### src/rtl/parking_gate_if.sv
// -----------------------------------------------------------------------------
// parking_gate_if
// Groups the gate detector's sensor inputs and event outputs.
//   sensor_a : outer beam (street side), asynchronous, 1 = blocked
//   sensor_b : inner beam (lot side), asynchronous, 1 = blocked
//   entry    : one-cycle pulse, street->lot traversal completed
//   exit     : one-cycle pulse, lot->street traversal completed
//   busy     : tracking FSM is not idle
//   fault    : one-cycle pulse on a tracking timeout
// Modports: master = sensor side / consumer of events, slave = detector.
// -----------------------------------------------------------------------------
interface parking_gate_if;
  logic sensor_a;
  logic sensor_b;
  logic entry;
  logic exit;
  logic busy;
  logic fault;

  modport master (
    output sensor_a, sensor_b,
    input  entry, exit, busy, fault
  );

  modport slave (
    input  sensor_a, sensor_b,
    output entry, exit, busy, fault
  );
endinterface

### src/rtl/parking_gate_detector.sv
// -----------------------------------------------------------------------------
// parking_gate_detector
// Synchronises and debounces two series IR beams across the gate lane and
// tracks the direction of each vehicle. A complete ordered traversal yields a
// single-cycle entry or exit pulse; a stall in any tracking state yields a
// single-cycle fault pulse and the detector waits for a clear lane.
// Ports:
//   clk   : rising-edge clock
//   rst_n : synchronous, active-low reset
//   gate  : parking_gate_if.slave (sensor_a/b in; entry/exit/busy/fault out)
// Parameters:
//   DEBOUNCE : cycles a synchronised sensor must disagree before it flips
//   TIMEOUT  : maximum cycles in one tracking state before a fault
// -----------------------------------------------------------------------------
module parking_gate_detector #(
  parameter int DEBOUNCE = 4,
  parameter int TIMEOUT  = 1000
) (
  input  logic           clk,
  input  logic           rst_n,
  parking_gate_if.slave  gate
);

  localparam int DbW = $clog2(DEBOUNCE + 1);
  localparam int ToW = $clog2(TIMEOUT + 1);
  // Flip/timeout happen on the edge where the counter would reach its limit.
  localparam logic [DbW-1:0] DbLast = DbW'(DEBOUNCE - 1);
  localparam logic [ToW-1:0] ToLast = ToW'(TIMEOUT - 1);

  // Bit 1 = sensor_a, bit 0 = sensor_b, matching the (a,b) pair notation.
  logic [1:0] raw_pair;
  logic [1:0] deb_pair;

  assign raw_pair = {gate.sensor_a, gate.sensor_b};

  for (genvar gi = 0; gi < 2; gi++) begin : g_sensor
    logic           sync1_q;
    logic           sync2_q;
    logic           deb_q;
    logic [DbW-1:0] cnt_q;

    always_ff @(posedge clk) begin
      if (!rst_n) begin
        sync1_q <= 1'b0;
        sync2_q <= 1'b0;
        deb_q   <= 1'b0;
        cnt_q   <= '0;
      end else begin
        sync1_q <= raw_pair[gi];
        sync2_q <= sync1_q;
        if (sync2_q == deb_q) begin
          cnt_q <= '0;
        end else if (cnt_q == DbLast) begin
          deb_q <= sync2_q;
          cnt_q <= '0;
        end else begin
          cnt_q <= cnt_q + 1'b1;
        end
      end
    end

    assign deb_pair[gi] = deb_q;
  end

  typedef enum logic [2:0] {
    IDLE, IN_A, IN_AB, IN_B, OUT_B, OUT_BA, OUT_A, FLUSH
  } state_e;

  state_e         state_q, state_d;
  logic [ToW-1:0] tmo_q;
  logic           entry_q, exit_q, busy_q, fault_q;
  logic           entry_d, exit_d, fault_d;

  always_comb begin
    state_d = state_q;
    entry_d = 1'b0;
    exit_d  = 1'b0;
    fault_d = 1'b0;
    unique case (state_q)
      IDLE: begin
        case (deb_pair)
          2'b10:   state_d = IN_A;
          2'b01:   state_d = OUT_B;
          2'b11:   state_d = FLUSH;   // both beams at once: direction unknown
          default: state_d = IDLE;
        endcase
      end
      IN_A: begin
        case (deb_pair)
          2'b00:   state_d = IDLE;
          2'b11:   state_d = IN_AB;
          2'b01:   state_d = FLUSH;
          default: state_d = IN_A;
        endcase
      end
      IN_AB: begin
        case (deb_pair)
          2'b01:   state_d = IN_B;
          2'b10:   state_d = IN_A;
          2'b00:   state_d = IDLE;
          default: state_d = IN_AB;
        endcase
      end
      IN_B: begin
        case (deb_pair)
          2'b00: begin
            state_d = IDLE;
            entry_d = 1'b1;
          end
          2'b11:   state_d = IN_AB;
          2'b10:   state_d = FLUSH;
          default: state_d = IN_B;
        endcase
      end
      OUT_B: begin
        case (deb_pair)
          2'b00:   state_d = IDLE;
          2'b11:   state_d = OUT_BA;
          2'b10:   state_d = FLUSH;
          default: state_d = OUT_B;
        endcase
      end
      OUT_BA: begin
        case (deb_pair)
          2'b10:   state_d = OUT_A;
          2'b01:   state_d = OUT_B;
          2'b00:   state_d = IDLE;
          default: state_d = OUT_BA;
        endcase
      end
      OUT_A: begin
        case (deb_pair)
          2'b00: begin
            state_d = IDLE;
            exit_d  = 1'b1;
          end
          2'b11:   state_d = OUT_BA;
          2'b01:   state_d = FLUSH;
          default: state_d = OUT_A;
        endcase
      end
      default: begin  // FLUSH
        state_d = (deb_pair == 2'b00) ? IDLE : FLUSH;
      end
    endcase

    // A real transition always wins; the timeout only fires on a stall.
    if (state_d == state_q && state_q != IDLE && state_q != FLUSH &&
        tmo_q == ToLast) begin
      state_d = FLUSH;
      fault_d = 1'b1;
    end
  end

  always_ff @(posedge clk) begin
    if (!rst_n) begin
      state_q <= IDLE;
      tmo_q   <= '0;
      entry_q <= 1'b0;
      exit_q  <= 1'b0;
      busy_q  <= 1'b0;
      fault_q <= 1'b0;
    end else begin
      state_q <= state_d;
      entry_q <= entry_d;
      exit_q  <= exit_d;
      fault_q <= fault_d;
      busy_q  <= (state_d != IDLE);
      if (state_d != state_q || state_d == IDLE || state_d == FLUSH) begin
        tmo_q <= '0;
      end else begin
        tmo_q <= tmo_q + 1'b1;
      end
    end
  end

  assign gate.entry = entry_q;
  assign gate.exit  = exit_q;
  assign gate.busy  = busy_q;
  assign gate.fault = fault_q;

endmodule
### src/flat_wrapper.sv
// flat-port wrapper written by rule: the top's interface ports become plain ports
module parking_gate_detector_flat 
#(
  parameter int DEBOUNCE = 4,
  parameter int TIMEOUT  = 1000
)
  (clk, rst_n, gate_sensor_a, gate_sensor_b, gate_entry, gate_exit, gate_busy, gate_fault);
  parking_gate_if gate_i ();
  input  logic clk;
  input  logic rst_n;
  input wire logic [$bits(gate_i.sensor_a)-1:0] gate_sensor_a;
  input wire logic [$bits(gate_i.sensor_b)-1:0] gate_sensor_b;
  output wire logic [$bits(gate_i.entry)-1:0] gate_entry;
  output wire logic [$bits(gate_i.exit)-1:0] gate_exit;
  output wire logic [$bits(gate_i.busy)-1:0] gate_busy;
  output wire logic [$bits(gate_i.fault)-1:0] gate_fault;
  assign gate_i.sensor_a = gate_sensor_a;
  assign gate_i.sensor_b = gate_sensor_b;
  assign gate_entry = gate_i.entry;
  assign gate_exit = gate_i.exit;
  assign gate_busy = gate_i.busy;
  assign gate_fault = gate_i.fault;
  parking_gate_detector #(.DEBOUNCE(DEBOUNCE), .TIMEOUT(TIMEOUT)) u_core (.clk(clk), .rst_n(rst_n), .gate(gate_i));
endmodule
### config.mk
export PLATFORM = sky130hd
export DESIGN_NAME = parking_gate_detector_flat
export DESIGN_NICKNAME = d
export VERILOG_FILES = /design/src/rtl/parking_gate_if.sv /design/src/rtl/parking_gate_detector.sv /design/src/flat_wrapper.sv
export SDC_FILE = /design/constraint.sdc
export NUM_CORES = 1
export LEC_CHECK = 0
export CAP_MARGIN = 5
export CORE_ASPECT_RATIO = 1.5
export CORE_MARGIN = 2
export CORE_UTILIZATION = 53
export CTS_CLUSTER_SIZE = 28
export DETAILED_ROUTE_END_ITERATION = 12
export PLACE_DENSITY = 0.84
export SETUP_SLACK_MARGIN = 0.4
export SLEW_MARGIN = 20
export SYNTH_ARGS = -nofsm -noshare
export SYNTH_HDL_FRONTEND = slang
export SYNTH_SLANG_ARGS = --single-unit
export TNS_END_PERCENT = 100
### constraint.sdc
create_clock -name clk -period 2.2 [get_ports clk]
set_clock_uncertainty 0.2 [all_clocks]
set_input_delay 0.44 -clock clk [delete_from_list [all_inputs] [get_ports clk]]
set_output_delay 0.44 -clock clk [all_outputs]
set_load 0.01 [all_outputs]
Word-level counts from Yosys, hierarchy flattened
Index checks and enable logic that the tools add are counted.
{"block": "classes", "n_addsub": 3, "mux": 12, "multipliers": 0, "n_div": 0, "n_shift": 0, "n_eq_ne": 18, "order_cmp": 0, "bitwise": 3, "n_reduce_logical": 17}
{"op": "case mux 3 bit (3 select lines)", "count": 6}
{"op": "case mux 3 bit (7 select lines)", "count": 1}
{"op": "== test 3 x 2 -> 1 bit, second input constant", "count": 4}
{"op": "== test 3 bit, second input constant", "count": 4}
{"op": "adder 10 x 1 -> 10 bit, second input constant", "count": 1}
{"op": "== test 10 bit, second input constant", "count": 1}
{"op": "AND reduction 2 bit", "count": 4}
{"op": "adder 3 x 1 -> 3 bit, second input constant", "count": 2}
{"op": "zero test 3 bit", "count": 2}
{"op": "2-to-1 mux 3 bit", "count": 2}
{"op": "case mux 2 bit (3 select lines)", "count": 1}
{"op": "nonzero test 3 bit", "count": 2}
{"op": "OR reduction 3 bit", "count": 2}
{"op": "== test 2 bit, second input constant", "count": 2}
{"op": "== test 3 x 1 -> 1 bit, second input constant", "count": 1}
{"op": "== test 3 bit", "count": 1}
{"op": "logical AND 1 bit", "count": 3}
{"op": "!= test 3 bit", "count": 1}
{"op": "!= test 3 bit, second input constant", "count": 1}
{"op": "NOT 1 bit", "count": 3}
{"op": "== test 1 bit", "count": 2}
{"op": "== test 2 x 1 -> 1 bit, second input constant", "count": 1}
{"op": "zero test 2 bit", "count": 1}
{"op": "logical OR 1 bit", "count": 2}
{"op": "2 further kinds", "count": 3}
{"block": "totals", "regBits": 29, "mem_bits_ro": 0, "output_inout_bits": 4, "in_bits": 4, "mem_bits_rw": 0, "wordCells": 67, "mem_count": 0, "latch_bits": 0}

Logic depth before layout (Yosys ltp)
Gate-level depths: netlist (run 1).
{"block": "logic_depth", "depth_word": 12, "depth_mapped": 8, "ltp_nobuf": 8}

Least setup slack after synthesis (run 1)
Ideal clock, no wire load.
{"block": "synth_path", "kind": "reg-to-reg", "start": "register u_core.g_sensor[1].deb_q", "end": "register u_core.tmo_q[3]", "path_slack_ps": -209, "setup_time_ps": 127, "arrival_time_ps": 2082, "n_path_buf": 0, "period_less_slack_ps": 2409, "t_required_ps": 1873, "stages_incl_launch_ff": 9, "path_cell_list": "dfxtp_1 inv_1 ha_1 or2_1 o2111ai_1 nand3_1 o311a_2 o2111ai_4 nor2_2"}
{"block": "synth_between", "elab_chain_len": 12}
{"element": "start, declared", "line": "parking_gate_detector.sv:39", "rtl": "logic deb_q;"}
{"element": "start signal, assigned", "line": "parking_gate_detector.sv:54", "rtl": "deb_q <= sync2_q;"}
{"element": "== test 2 x 1 -> 1 bit (tied with other cells)"}
{"element": "case mux 3 bit (3 select lines) (tied with other cells)", "line": "parking_gate_detector.sv:132", "rtl": "case (deb_pair)"}
{"element": "case mux 3 bit (7 select lines) *", "line": "parking_gate_detector.sv:79", "rtl": "unique case (state_q)"}
{"element": "== test 3 bit", "line": "parking_gate_detector.sv:148", "rtl": "if (state_d == state_q && state_q != IDLE && state_q != FLUSH &&"}
{"element": "logical AND 1 bit (3 in a row)", "line": "parking_gate_detector.sv:148"}
{"element": "2-to-1 mux 3 bit *", "line": "parking_gate_detector.sv:148"}
{"element": "!= test 3 bit or zero test 3 bit (tied branches)", "line": "parking_gate_detector.sv:169", "rtl": "if (state_d != state_q || state_d == IDLE || state_d == FLUSH) begin"}
{"element": "logical OR 1 bit", "line": "parking_gate_detector.sv:169"}
{"element": "logical OR 1 bit *", "line": "parking_gate_detector.sv:169"}
{"element": "OR reduction 2 bit (no source line) *"}
{"element": "end signal, assigned", "line": "parking_gate_detector.sv:172", "rtl": "tmo_q <= tmo_q + 1'b1;"}
{"element": "end, declared", "line": "parking_gate_detector.sv:70", "rtl": "logic [ToW-1:0] tmo_q;"}
Mark *: on every way between the ends. The rest lies on a longest branch, timed or not.
A chain may end at the register's enable or synchronous reset.

Worst setup path in the final report (run 1)
Same ends and word-level chain as after synthesis.

==> results.cfg, run 1 <==
[outcome]
status = finished with violations
violations = negative setup slack

[setup_path]
start_kind = flop
path_cells = buf_6 > ha_1 > nor3_4 > a2111oi_4 > buf_4 > a211oi_1 > a211o_1 > o2111ai_4 > buf_12 > nor2_2
crit_required_ns = 2.22
slowest_stage = dfxtp_4
critPathArrivalTime_ns = 2.42
path_max_fanout = 8
crit_path_end_kind = flop
crit_type = reg -> reg
critPathMaxStageDelay_ns = 0.37

[placement]
io_buffers = 7
hpwl_um = 2730
place_congestion = 0.876
pre_cts_slack_ns = -0.133

[timing]
setup-violations-final = 11
holdWs_ns = 0.223
worst_pin_slew_ns = 0.388
rsz0062_at_grt = yes
maxSlewViolCount = 0
setup_ws_ns = -0.202
hold_viol = 0
min_period_over_period = 1.09
fmax_mhz = 416
max_slew_margin = 0.740
fin_crit_ns = 2.40

[clock_tree]
cts.sinks = 29
cts.htree.levels = 2
cts_root_buffer = clkbuf_8
cts_tree = built
cts_buffers = 5
clockBufferDepth = 2
clock_latency_ns = 0.29
clk_pin_slew_worst_paths_ns = 0.06
holdBufCountCts = 0

[layout]
area.growth.synth_to_final_pct = 42.2
fin_util = 0.771
antenna-diode-count = 0
nets = 223
nFillCells = 176
drive_gt1_frac = 0.375

[synthesis]
synth_enable_flop_cells = 0
ys_warn_count = 0
synth_cells = 170
synth_nets = 186
ys_seq_area_frac = 0.375
ys_types = 43
synth_most_common_cell = dfxtp_1
synth_commonest_cells = dfxtp_1, nor2_1, ha_1
synth.ff_latch_count = 29
synth_top_area_frac = 0.375
avgSynthCellArea_um2 = 9.10
dominantRegCellSynth = dfxtp_1
async_reset_ff_frac = 0
syn-cell-area_mm2 = 0.00155
yosysTopAreaCell = dfxtp_1
yosys-top-cells-area = dfxtp_1, ha_1, nor2_1, xnor2_1, nor2_2

[global_routing]
grt_antenna_before_repair = 0
grt_first_pass_wirelength_um = 6360
grt_max_degree = 14
grt.overflow.total = 0
gr-usage-all-layers = 0.270
grt_pass1_vias = 1400

[detailed_routing]
vias = 1356
routed_wl_um = 4110
antenna_left = 0
routedWlPerCell_um = 16.6
drt_iter0_drc = 48
vias_per_cell = 5.49
drc = 0
drtPass1Iterations = 6

[floorplanning]
core_mm2 = 0.00285
ios = 8
dieArea_mm2 = 0.00338
rows = 24
dieWidth_um = 48.1
start_util = 0.542
die_h_um = 70.2

[pwr]
power_density_mw_per_mm2 = 516
p_leak_nw = 0.848
vdd_drop_max_uv = 468

[job]
drv_cap = 0

[hold_path]
hp-class = reg -> reg
-- state kept, by name (all words and copies together), names as in the netlist --
register                 cells
u_core.g_sensor.cnt_q        6
u_core.g_sensor.deb_q        2
u_core.g_sensor.sync1_q      2
u_core.g_sensor.sync2_q      2
u_core.gate.busy             1
u_core.gate.entry            1
u_core.gate.exit             1
u_core.gate.fault            1
u_core.state_q               3
u_core.tmo_q                10
-- final timing paths --
path | startpoint | endpoint | slack, ns | cells past startpoint
worst max-delay path | u_core.g_sensor[1].deb_q$_SDFFE_PN0P_ | u_core.tmo_q[3]$_SDFF_PP0_ | -0.20 | 10
worst min-delay path | u_core.g_sensor[0].cnt_q[0]$_SDFF_PP0_ | u_core.g_sensor[0].cnt_q[0]$_SDFF_PP0_ | 0.22 | 1
worst max register to register | u_core.g_sensor[1].deb_q$_SDFFE_PN0P_ | u_core.tmo_q[3]$_SDFF_PP0_ | -0.20 | 10
worst min register to register | u_core.g_sensor[0].cnt_q[0]$_SDFF_PP0_ | u_core.g_sensor[0].cnt_q[0]$_SDFF_PP0_ | 0.22 | 1
-- per-layer routing --
metal	wire [um]	track usage	up-vias
met5	0	0	-
met4	154	0.126	0
met3	99	0.0620	18
met2	2350	0.483	28
met1	1510	0.265	651
li1	-	-	659
-- critical path, delay by kind of cell, from the launching register on --
kind | cells | cell delay [ns]
buf+inv | 3 | 0.45
compound gates | 4 | 0.75
simple gates | 2 | 0.33
fa+ha+maj | 1 | 0.23
flops | 1 | 0.37
-- report_power, final --
part	internal, mW	total [mW]	switching (mW)
clock	0.368	0.583	0.216
combinational	0.0105	0.0214	0.0109
sequential	0.527	0.529	0.00199
-- cell families after synthesis --
| kind of cell | count (synthesis) | synth area share |
|---|---|---|
| compound gates | 24 | 0.145 |
| xor+xnor | 10 | 0.0566 |
| fa+ha+maj | 12 | 0.0971 |
| buf+inv | 14 | 0.0445 |
| flops | 29 | 0.375 |
| mux | 5 | 0.0340 |
| simple gates | 76 | 0.248 |
-- cell type report --
| type | instances | area [um^2] | area share |
|---|---|---|---|
| Timing Repair Buffer | 33 | 308 | 0.140 |
| Tap cell | 39 | 48.8 | 0.0222 |
| Clock buffer | 6 | 82.6 | 0.0376 |
| Multi-Input combinational cell | 127 | 1090 | 0.494 |
| Inverter | 11 | 46.3 | 0.0211 |
| Clock inverter | 2 | 37.5 | 0.0171 |
| Sequential cell | 29 | 589 | 0.268 |
-- what timing repair did --
| action | CTS | global route |
|---|---|---|
| pin swaps | 8 | 10 |
| endpoints found under the setup margin | 15 | 24 |
| setup buffers | 2 | 3 |
| gates cloned | 0 | 0 |
| gates resized for setup | 7 | 23 |
-- through the flow --
stage	instances	TNS, ns	power, mW	area (um^2)
after detailed placement	234	-1.10	0.561	1890
after floorplan	170	0	0.550	1620
after global placement	234	-0.698	0.559	1890
after global routing	247	-2.79	1.16	2200
after CTS	244	-0.800	1.14	2060
final	247	-1.73	1.13	2200
-- layout by cell type (no fill, tap or decap), types with 2 or more instances in the layout --
master and count:
dfxtp_1 26, nor2_1 24, buf_4 22, nor2_2 11, nand2_1 9, inv_1 7, xnor2_1 7, ha_1 6
clkbuf_8 6, nor3_1 5, and2_1 4, and3_1 4, nand3_1 4, ha_4 4, dlymetal6s2s_1 4, o21ai_1 3
o21ai_0 3, a211o_1 3, nand4_1 3, xor2_1 3, clkdlybuf4s50_1 3, inv_4 2, inv_2 2, or3_1 2
mux2i_1 2, a2111oi_4 2, o2111ai_4 2, or2_1 2, a21oi_2 2, ha_2 2, buf_12 2, buf_6 2
dfxtp_4 2
(Power assumes the default switching activity.)
==> run 2: changes to the inputs <==
Settings changed: CAP_MARGIN 5 to unset, PLACE_DENSITY 0.84 to unset, PLACE_DENSITY_LB_ADDON set to 0.25, SKIP_LAST_GASP set to 1.
==> run 2 against run 1 <==
The run still ends with negative setup slack left. Power fell by 16%. Count of clock-buffer cells in the layout fell by 1. Hold slack improved by 0.0057 ns. Sequential share of layout area rose by 2.0 points. Sequential cell count did not move. Die area did not move. Critical endpoint is now u_core.tmo_q[7]$_SDFF_PP0_. Highest routed layer unchanged.
==> results.cfg, run 2 (synthesis gave the netlist of run 1 again) <==
[detailed_routing]
antenna_left = 0
route.met3.wl_um = 116
vias_per_cell = 5.50
drc = 0
drtPass1Iterations = 4
met1_length_um = 1180
routedWlPerCell_um = 14.1
top_layer = met4
route.met2.wl_um = 1990
routed_wl_um = 3410
vias = 1326
drt_iter0_drc = 28

[timing]
hold_viol = 0
fin_tns_setup_ns = -0.730
min_period_over_period = 1.04
setup-violations-final = 11
max_slew_margin = 0.693
fmax_mhz = 437
setup_ws_ns = -0.0909
maxSlewViolCount = 0
fin_crit_ns = 2.29
rsz0062_at_grt = yes
worst_pin_slew_ns = 0.460

[pwr]
switching_power_mw = 0.202
p_comb_frac = 0.022
vdd_drop_max_uv = 389
swShare = 0.212
pwr-share-clk = 0.422
p_leak_nw = 0.792
pwr-share-seq = 0.556
p_total_mw = 0.952
internal_power_mw = 0.750
power_density_mw_per_mm2 = 466

[placement]
place_congestion = 0.920
hpwl_um = 2560
io_buffers = 7

[clock_tree]
cts.sinks = 29
cts.htree.levels = 2
clk_pin_slew_worst_paths_ns = 0.06
holdBufCountCts = 0
cts_root_buffer = clkbuf_8
clockBufferDepth = 2
cts_buffers = 5
clock_latency_ns = 0.28
cts_tree = built

[layout]
nets = 217
multi_input_area_mm2 = 0.00101
nFillCells = 223
mostFrequentLayoutCell = dfxtp_1
regMostFlops = u_core.tmo_q
area.growth.synth_to_final_pct = 32.3
final_cell_mix = dfxtp_1, nor2_1, buf_4, nor2_2, nand2_1
regArea_um2 = 589
antenna-diode-count = 0
reg_top3 = u_core.tmo_q x10, u_core.g_sensor.cnt_q x6, u_core.state_q x3
drive_gt1_frac = 0.317
largest_reg_flops = 10

[setup_path]
critPathArrivalTime_ns = 2.26
crit_path_end_kind = flop
start_kind = flop
crit_type = reg -> reg
path_max_fanout = 8
crit_required_ns = 2.16

[floorplanning]
dieWidth_um = 48.1
dieArea_mm2 = 0.00338
start_util = 0.542
core_mm2 = 0.00285
rows = 24
die_h_um = 70.2
ios = 8

[global_routing]
gr-usage-all-layers = 0.236
grt_first_pass_wirelength_um = 5620
grt_max_degree = 14
grt.overflow.total = 0
grt_pass1_vias = 1315
grt_antenna_before_repair = 0

[outcome]
status = finished with violations
violations = negative setup slack

[job]
drv_cap = 0

[hold_path]
hp-class = reg -> reg
-- run 2: cell types whose count changed in the layout (fill, tap and decap cells not counted), sizes merged --
cell and delta:
bufinv -1, dlymetal6s2s -1, clkinv +3, clkbuf -1, buf -6, clkinvlp -1
clkdlybuf4s50 +1
-- run 2: metal layers --
| metal | track usage | vias to the layer above |
|---|---|---|
| li1 | - | 648 |
| met1 | 0.236 | 633 |
| met2 | 0.400 | 34 |
| met3 | 0.0594 | 11 |
| met4 | 0.141 | 0 |
| met5 | 0 | - |
-- run 2: path summary, 6_finish.rpt --
check / from / endpoint / slack, ns / cells after the start
max reg2reg: u_core.g_sensor[0].deb_q$_SDFFE_PN0P_ / u_core.tmo_q[7]$_SDFF_PP0_ / -0.09 / 9
min: u_core.g_sensor[1].sync1_q$_SDFF_PN0_ / u_core.g_sensor[1].sync2_q$_SDFF_PN0_ / 0.23 / 1
min reg2reg: u_core.g_sensor[1].sync1_q$_SDFF_PN0_ / u_core.g_sensor[1].sync2_q$_SDFF_PN0_ / 0.23 / 1
max: u_core.g_sensor[0].deb_q$_SDFFE_PN0P_ / u_core.tmo_q[7]$_SDFF_PP0_ / -0.09 / 9
-- run 2: timing repair --
item / 4_1_cts / 5_1_grt
resized for setup: 6 / 8
endpoints found under the setup margin: 15 / 18
setup buffers: 3 / 0
pin swaps: 11 / 0
-- run 2: cell type report --
| type | instances | area share |
|---|---|---|
| multi-input combinational | 127 | 0.496 |
| clock inverter | 3 | 0.00612 |
| clock buffer | 5 | 0.0336 |
| timing repair buffer | 27 | 0.130 |
| sequential | 29 | 0.288 |
| tap | 39 | 0.0239 |
| inverter | 11 | 0.0226 |
-- run 2: power groups by stage --
stage	registers [mW]	clock network (mW)	logic (mW)
2_1_floorplan	0.540	0	0.00968
3_3_place_gp	0.540	0	0.0200
3_5_place_dp	0.541	0	0.0207
4_1_cts	0.529	0.416	0.0210
5_1_grt	0.529	0.438	0.0232
6_report	0.529	0.402	0.0211
-- run 2: stage by stage --
stage	instance area [um^2]	hold WS [ns]	util	worst slack (ns)	instances
floorplan	1620	0.199	-	0.0303	170
global placement	1880	0.206	0.658	-0.0936	230
detailed placement	1880	0.217	0.658	-0.118	230
CTS	2000	0.228	0.702	-0.0942	241
global route	2050	0.258	0.717	-0.220	241
finish	2050	0.228	0.717	-0.0909	241
-- run 2: worst max-delay path, cell delays in order (launching register included) --
cell,delay [ns]
dfxtp_4,0.41
inv_4,0.06
ha_4,0.27
nor2_2,0.04
a211o_1,0.27
or2_1,0.28
a211o_1,0.34
o2111ai_4,0.11
buf_12,0.16
nor2_2,0.04
==> run 3: changes to the inputs <==
Settings changed: CORE_UTILIZATION 53 to 40.
==> run 3 against run 2 <==
The flow still finishes with violations (negative setup slack). Final cell count up 5.0%. Sequential cell count unchanged. Die area up 30%. Register-to-register slack worse by 0.02 ns. Largest cell class unchanged. Largest power group is now the clock network.
==> results.cfg, run 3 (synthesis gave the netlist of run 1 again) <==
[clock_tree]
clock_latency_ns = 0.28
cts_tree = built
cts.sinks = 29
clockBufferDepth = 2
cts.htree.levels = 2
clk_pin_slew_worst_paths_ns = 0.07
cts_buffers = 5
holdBufCountCts = 0
cts_root_buffer = clkbuf_8

[floorplanning]
die_h_um = 80.2
dieWidth_um = 54.8
start_util = 0.420
dieArea_mm2 = 0.00439
core_mm2 = 0.00368
ios = 8
rows = 27

[detailed_routing]
drc = 0
vias = 1299
routedWlPerCell_um = 13.4
drt_iter0_drc = 30
vias_per_cell = 5.13
routed_wl_um = 3380
drtPass1Iterations = 4
antenna_left = 0

[layout]
antenna-diode-count = 0
drive_gt1_frac = 0.371
nets = 225
final_cell_mix = dfxtp_1, buf_4, nor2_1, nor2_2, nand2_1
regMostFlops = u_core.tmo_q
mostFrequentLayoutCell = dfxtp_1
area.growth.synth_to_final_pct = 39.4
reg_top3 = u_core.tmo_q x10, u_core.g_sensor.cnt_q x6, u_core.state_q x3
fin_area_mm2 = 0.00216
largest_reg_flops = 10

[placement]
place_area_mm2 = 0.00190
io_buffers = 7
hpwl_um = 2560
place_congestion = 0.873

[timing]
min_period_over_period = 1.05
setup-violations-final = 13
maxSlewViolCount = 0
rsz0062_at_grt = yes
fmax_mhz = 432
fin_tns_setup_ns = -1.17
max_slew_margin = 0.716
worst_pin_slew_ns = 0.427
setup_ws_ns = -0.115
hold_viol = 0
fin_crit_ns = 2.32

[setup_path]
crit_type = reg -> reg
start_kind = flop
path_max_fanout = 8
reg2regPathDepth = 9
crit_required_ns = 2.17
critPathArrivalTime_ns = 2.28
crit_path_end_kind = flop

[global_routing]
grt_antenna_before_repair = 0
grt_first_pass_wirelength_um = 5820
grt_max_degree = 11
grt_pass1_vias = 1297
grt.overflow.total = 0
gr-usage-all-layers = 0.184

[hold_path]
hp-class = reg -> reg
hold_depth = 1

[outcome]
status = finished with violations
violations = negative setup slack

[job]
drv_cap = 0

[pwr]
power_density_mw_per_mm2 = 504
p_leak_nw = 0.821
vdd_drop_max_uv = 644
## run 3: worst paths after layout
kind | startpoint | endpoint | slack [ns]
worst min register to register | u_core.g_sensor[1].cnt_q[0]$_SDFF_PP0_ | u_core.g_sensor[1].cnt_q[0]$_SDFF_PP0_ | 0.22
worst min-delay path | u_core.g_sensor[1].cnt_q[0]$_SDFF_PP0_ | u_core.g_sensor[1].cnt_q[0]$_SDFF_PP0_ | 0.22
worst max register to register | u_core.g_sensor[1].deb_q$_SDFFE_PN0P_ | u_core.tmo_q[7]$_SDFF_PP0_ | -0.12
worst max-delay path | u_core.g_sensor[1].deb_q$_SDFFE_PN0P_ | u_core.tmo_q[7]$_SDFF_PP0_ | -0.12
## run 3: critical path: stages, from the launching register on
cell       delay [ns]
dfxtp_4          0.38
buf_4            0.14
ha_2             0.23
mux2i_2          0.21
o2111ai_4        0.16
and3_4           0.18
o31a_2           0.37
o2111ai_4        0.12
buf_12           0.16
nor2_2           0.04
## run 3: area by class of cell
class | instances | area [um^2]
Clock buffer | 5 | 68.8
Timing Repair Buffer | 35 | 302
Inverter | 11 | 46.3
Clock inverter | 3 | 41.3
Tap cell | 43 | 53.8
Multi-Input combinational cell | 127 | 1060
Sequential cell | 29 | 588
Fill cell | 325 | 1530
## run 3: layer usage
layer	track usage	vias to the layer above	part of all wire
met5	0	-	0
met4	0.0675	0	0.022
met3	0.0390	7	0.028
met2	0.323	21	0.54
met1	0.209	608	0.41
li1	-	663	-
## run 3: what timing repair did
action	4_1_cts	5_1_grt
setup endpoints to repair	15	17
hold endpoints to repair	0	0
gates resized for setup	15	7
pin swaps	12	2
setup buffers	4	1
## run 3: report_power, final
part           switching (mW)  total, mW  internal [mW]
sequential            0.00189      0.529          0.527
combinational          0.0115     0.0234         0.0119
clock                   0.202      0.534          0.333
total                   0.215       1.09          0.872
## run 3: through the flow
stage	std cells	hold WS [ns]	util	power (mW)	worst slack [ns]
6_report	253	0.221	0.585	1.09	-0.115
5_1_grt	253	0.249	0.585	1.12	-0.206
4_1_cts	252	0.224	0.572	1.09	-0.105
2_1_floorplan	170	0.199	-	0.550	0.0303
3_5_place_dp	240	0.213	0.516	0.561	-0.120
3_3_place_gp	240	0.206	0.516	0.560	-0.0712
